### src/rtl/ternary_operand_sequencer.sv
// Splits an input byte stream into a ternary weight bank and row-indexed int8
// activation pairs for the ternary matrix-vector multiplier.
module ternary_operand_sequencer #(
    parameter int InLen    = 16,
    parameter int OutLen   = 8,
    parameter int BitWidth = 8
) (
    input  logic                          clk,
    input  logic                          rst,
    input  logic [7:0]                    data_in,
    input  logic                          data_vld,
    input  logic                          wsel,
    output logic [2*InLen*OutLen-1:0]     W,
    output logic [2*BitWidth-1:0]         VecIn,
    output logic [$clog2(InLen/2)-1:0]    row,
    output logic                          en,
    output logic                          w_ready,
    output logic                          drop_err
);
    localparam int WBits  = 2 * InLen * OutLen;
    localparam int WBytes = WBits / 8;
    localparam int WCntW  = $clog2(WBytes);
    localparam int Rows   = InLen / 2;
    localparam int RowW   = $clog2(Rows);

    localparam logic [WCntW-1:0] WCntLast = WCntW'(WBytes - 1);
    localparam logic [RowW-1:0]  RowLast  = RowW'(Rows - 1);

    logic [WBits-1:0]      w_q, w_d;
    logic [WCntW-1:0]      wcnt_q, wcnt_d;
    logic                  w_ready_q, w_ready_d;
    logic                  hi_pend_q, hi_pend_d;
    logic [BitWidth-1:0]   act_hi_q, act_hi_d;
    logic [2*BitWidth-1:0] vec_q, vec_d;
    logic [RowW-1:0]       row_q, row_d;
    logic [RowW-1:0]       pair_idx_q, pair_idx_d;
    logic                  frame_seen_q, frame_seen_d;
    logic                  en_q, en_d;
    logic                  drop_err_q, drop_err_d;

    always_comb begin
        w_d          = w_q;
        wcnt_d       = wcnt_q;
        w_ready_d    = w_ready_q;
        hi_pend_d    = hi_pend_q;
        act_hi_d     = act_hi_q;
        vec_d        = vec_q;
        row_d        = row_q;
        pair_idx_d   = pair_idx_q;
        frame_seen_d = frame_seen_q;
        en_d         = 1'b0;
        drop_err_d   = drop_err_q;

        if (data_vld && wsel) begin
            w_d[8*wcnt_q +: 8] = data_in;
            wcnt_d             = wcnt_q + WCntW'(1);
            // A load starting from byte 0 invalidates the bank until byte 31 lands.
            if (wcnt_q == '0)
                w_ready_d = 1'b0;
            if (wcnt_q == WCntLast)
                w_ready_d = 1'b1;
            hi_pend_d = 1'b0;
        end else if (data_vld) begin
            if (!w_ready_q) begin
                drop_err_d = 1'b1;
            end else if (!hi_pend_q) begin
                act_hi_d  = data_in[BitWidth-1:0];
                hi_pend_d = 1'b1;
            end else begin
                vec_d      = {act_hi_q, data_in[BitWidth-1:0]};
                row_d      = pair_idx_q;
                hi_pend_d  = 1'b0;
                pair_idx_d = pair_idx_q + RowW'(1);
                // Latch strobe only once a complete frame is behind us.
                en_d       = (pair_idx_q == '0) && frame_seen_q;
                if (pair_idx_q == RowLast)
                    frame_seen_d = 1'b1;
            end
        end
    end

    always_ff @(posedge clk) begin
        if (rst) begin
            w_q          <= '0;
            wcnt_q       <= '0;
            w_ready_q    <= 1'b0;
            hi_pend_q    <= 1'b0;
            act_hi_q     <= '0;
            vec_q        <= '0;
            row_q        <= '0;
            pair_idx_q   <= '0;
            frame_seen_q <= 1'b0;
            en_q         <= 1'b0;
            drop_err_q   <= 1'b0;
        end else begin
            w_q          <= w_d;
            wcnt_q       <= wcnt_d;
            w_ready_q    <= w_ready_d;
            hi_pend_q    <= hi_pend_d;
            act_hi_q     <= act_hi_d;
            vec_q        <= vec_d;
            row_q        <= row_d;
            pair_idx_q   <= pair_idx_d;
            frame_seen_q <= frame_seen_d;
            en_q         <= en_d;
            drop_err_q   <= drop_err_d;
        end
    end

    assign W        = w_q;
    assign VecIn    = vec_q;
    assign row      = row_q;
    assign en       = en_q;
    assign w_ready  = w_ready_q;
    assign drop_err = drop_err_q;

endmodule

### config.mk
export PLATFORM = sky130hd
export DESIGN_NAME = ternary_operand_sequencer
export DESIGN_NICKNAME = d
export VERILOG_FILES = /design/src/rtl/ternary_operand_sequencer.sv
export SDC_FILE = /design/constraint.sdc
export NUM_CORES = 1
export LEC_CHECK = 0
export ABC_CLOCK_PERIOD_IN_PS = 3200
export CAP_MARGIN = 30
export CORE_ASPECT_RATIO = 0.75
export CORE_MARGIN = 8
export CORE_UTILIZATION = 47
export CTS_BUF_LIST = sky130_fd_sc_hd__clkbuf_4
export DETAILED_ROUTE_END_ITERATION = 10
export MAX_ROUTING_LAYER = met4
export PLACE_DENSITY = 0.79
export SETUP_SLACK_MARGIN = 0.2
export SYNTH_ARGS = -nofsm -noshare
export SYNTH_HDL_FRONTEND = slang
export SYNTH_SLANG_ARGS = --single-unit
### constraint.sdc
create_clock -name clk -period 3.2 [get_ports clk]
set_input_delay 0.64 -clock clk [delete_from_list [all_inputs] [get_ports clk]]
set_output_delay 0.64 -clock clk [all_outputs]
set_load 0.1 [all_outputs]
==> flow_metrics.env <==
export IMPL_synth_edff_count=0
export IMPL_grt_use_total_pct=25.4
export IMPL_grt_setup_unrepaired="no"
export IMPL_finalHoldViolations=0
export IMPL_start_util_pct=47.3
export IMPL_slew_headroom_pct=36.7
export IMPL_antenna_found_initial=1
export IMPL_dieArea_um2=31300
export IMPL_grt_pass1_vias=10700
export IMPL_seq_area_um2=5930
export IMPL_die_y_um=155
export IMPL_setup_tns_ns=0
export IMPL_drtAntennaViolNets=0
export IMPL_htree_levels=3
export IMPL_peakVddDrop_uv=302
export IMPL_cts_path_max_buffers=3
export IMPL_maxCapViolCount=0
export IMPL_multi_input_area_um2=5940
export IMPL_wl_per_cell_um=20.3
export IMPL_vias_per_cell=5.36
export IMPL_drt_iter0_markers=785
export IMPL_min_path_type="flop to flop"
export IMPL_cts_buffers=76
export IMPL_synthArstFlopShare_pct=0
export IMPL_ys_ff_latch=296
export IMPL_synth_distinct_cells=45
export IMPL_dpl_hpwl_mm=28.0
export IMPL_required_ns=3.78
export IMPL_grt_overflow_total=0
export IMPL_crit_fanout=9
export IMPL_wirelength_mm=40.7
export IMPL_drv_slew=0
export IMPL_synth_area_um2=12200
export IMPL_clk_pin_slew_ns=0.07
export IMPL_skew_ns=0.0526
export IMPL_nets=1634
export IMPL_die_x_um=202
export IMPL_ys_flop_type="dfxtp_1"
export IMPL_p_total_uw=7330
export IMPL_n_fill_cell=2191
export IMPL_power_density_nw_per_um2=461
export IMPL_io_pins=290
export IMPL_crit_type="flop to flop"
export IMPL_synth_fp_nets=1314
export IMPL_fmax_mhz=354
export IMPL_cts_sinks=296
export IMPL_worstSkewPairLatency_ns=0.68
export IMPL_grt_first_pass_wirelength_mm=62.1
export IMPL_grt_max_degree=120
export IMPL_end_kind="flop"
export IMPL_syn_avg_cell_area_um2=9.40
export IMPL_yosys_warnings=0
export IMPL_finalSetupViolCount=0
export IMPL_first_pass_iters=6
export IMPL_placementRows=51
export IMPL_numPortBuffers=289
export IMPL_vias=10800
export IMPL_place_congestion=0.869
export IMPL_final_util_pct=61.8
export IMPL_cp_start_kind="flop"
export IMPL_tightest_slew_ns=0.943
export IMPL_leakage_uw=0.00719
export IMPL_syn_to_final_growth_pct=30.6
export IMPL_status="completed"
export IMPL_cts_tree="done"
export IMPL_period_needed_ns=2.82
export IMPL_drc=0
export IMPL_drive_gt1_share_pct=29.4
export IMPL_synth_seq_area_share_pct=48.7
export IMPL_cp_arrival_ns=3.41
export IMPL_cts_root_buf="clkbuf_4"
export IMPL_synthCells=1295
export IMPL_fin_crit_sh_pct=88.2
export IMPL_coreArea_um2=25700
==> stage by stage <==
| step | std cells | setup WS (ns) | area (um2) | hold WS, ns |
|---|---|---|---|---|
| floorplan | 1295 | 0.256 | 12200 | 0.428 |
| global placement | 1878 | 0.259 | 14900 | 0.442 |
| detailed placement | 1878 | 0.168 | 14900 | 0.447 |
| CTS | 2000 | 0.200 | 15800 | 0.451 |
| global route | 2005 | 0.250 | 15900 | 0.457 |
| finish | 2005 | 0.377 | 15900 | 0.455 |
==> report_power, final <==
| part | switching (uW) | internal (uW) | total, uW |
|---|---|---|---|
| clock network | 1510 | 1640 | 3150 |
| registers | 4.88 | 3690 | 3690 |
| logic | 328 | 151 | 479 |
==> synth_stat cells, types with 2 or more instances <==
library cell | instances | area share [%]
dfxtp_1 | 296 | 49
nand2b_1 | 207 | 11
mux2i_1 | 182 | 15
nand2_1 | 112 | 3.5
clkbuf_1 | 85 | 2.6
o21ai_0 | 83 | 3.4
a21oi_1 | 63 | 2.6
nand4_1 | 53 | 2.7
nand3_1 | 49 | 2.0
nor2b_1 | 30 | 1.5
nor2_1 | 28 | 0.86
o31ai_1 | 15 | 0.93
buf_2 | 12 | 0.49
buf_1 | 7 | 0.22
ha_1 | 7 | 0.72
nor3b_1 | 7 | 0.43
inv_1 | 6 | 0.19
and3_1 | 5 | 0.26
nand3b_1 | 5 | 0.31
nor3_1 | 5 | 0.21
or2_2 | 4 | 0.21
and2_1 | 3 | 0.15
nand3_2 | 3 | 0.25
xor2_1 | 3 | 0.22
nand2_2 | 2 | 0.10
nor4_1 | 2 | 0.10
nor4b_1 | 2 | 0.14
xnor2_1 | 2 | 0.14
==> worst paths after layout <==
kind / slack [ns] / start / to / cells past startpoint
worst max-delay path: 0.38 / wcnt_q[1] / W[98] / 8
worst min-delay path: 0.45 / act_hi_q[7] / VecIn[15] / 2
worst max register to register: 0.38 / wcnt_q[1] / W[98] / 8
worst min register to register: 0.45 / act_hi_q[7] / VecIn[15] / 2
==> flip-flops by register name, indices dropped and copies added, names as in the netlist <==
name,flops
VecIn,16
W,256
act_hi_q,8
drop_err,1
en,1
frame_seen_q,1
hi_pend_q,1
pair_idx_q,3
row,3
w_ready,1
wcnt_q,5
==> placed cells by master (no fill, tap or decap), types with 10 or more instances in the layout <==
| cell | n |
|---|---|
| clkbuf_4 | 109 |
| nor2_1 | 26 |
| nand2_1 | 112 |
| o21ai_0 | 82 |
| nand2b_1 | 207 |
| buf_4 | 333 |
| dfxtp_1 | 295 |
| mux2i_1 | 182 |
| nand3_1 | 39 |
| nand3_2 | 13 |
| clkdlybuf4s50_1 | 10 |
| nor2b_1 | 30 |
| o31ai_1 | 15 |
| nand4_1 | 53 |
| a21oi_1 | 63 |
==> critical path, cell delays in order (launching register included) <==
cell and delay, ns:
dfxtp_2 0.42, inv_1 0.07, ha_2 0.22, nor3b_4 0.17, ha_1 0.32, nand4b_1 0.36, nor2_4 0.40, and3_1 0.53
mux2i_1 0.28
==> what timing repair did <==
action,CTS,global route
setup endpoints to repair,18,159
pin swaps,0,0
gates resized for setup,3,7
hold buffers,0,0
buffers inserted,0,3
==> logic make-up (layout without fill, tap and decap cells) <==
family | Yosys count | after routing | share of synthesized area, %
adder cells (fa/ha/maj) | 7 | 7 | 0.720
other | 0 | 2 | 0
XOR/XNOR | 5 | 5 | 0.360
AND/OR/NAND/NOR | 530 | 530 | 24.5
flip-flops | 296 | 296 | 48.7
AO/OA/AOI/OAI | 165 | 165 | 7.22
buffers and inverters | 110 | 474 | 3.52
multiplexers | 182 | 182 | 15.0
==> routing by layer <==
metal  global-route usage (%)  vias up  share of wire (%)
met2                     37.2      461                 45
met4                     7.60        0                1.8
li1                         -     5105                  -
met1                     34.6     5132                 46
met5                        -        -                  0
met3                     5.82       57                7.4
==> final cells by class <==
class	instances	area share, %
multi-input cells	889	37.4
flip-flops and latches	296	37.3
repair buffers	346	16.6
clock buffers	109	5.15
well taps	344	2.71
clock inverters	13	0.622
inverters	6	0.142
diodes	2	0.0315
No activity file was read; power rests on OpenSTA's default activity.
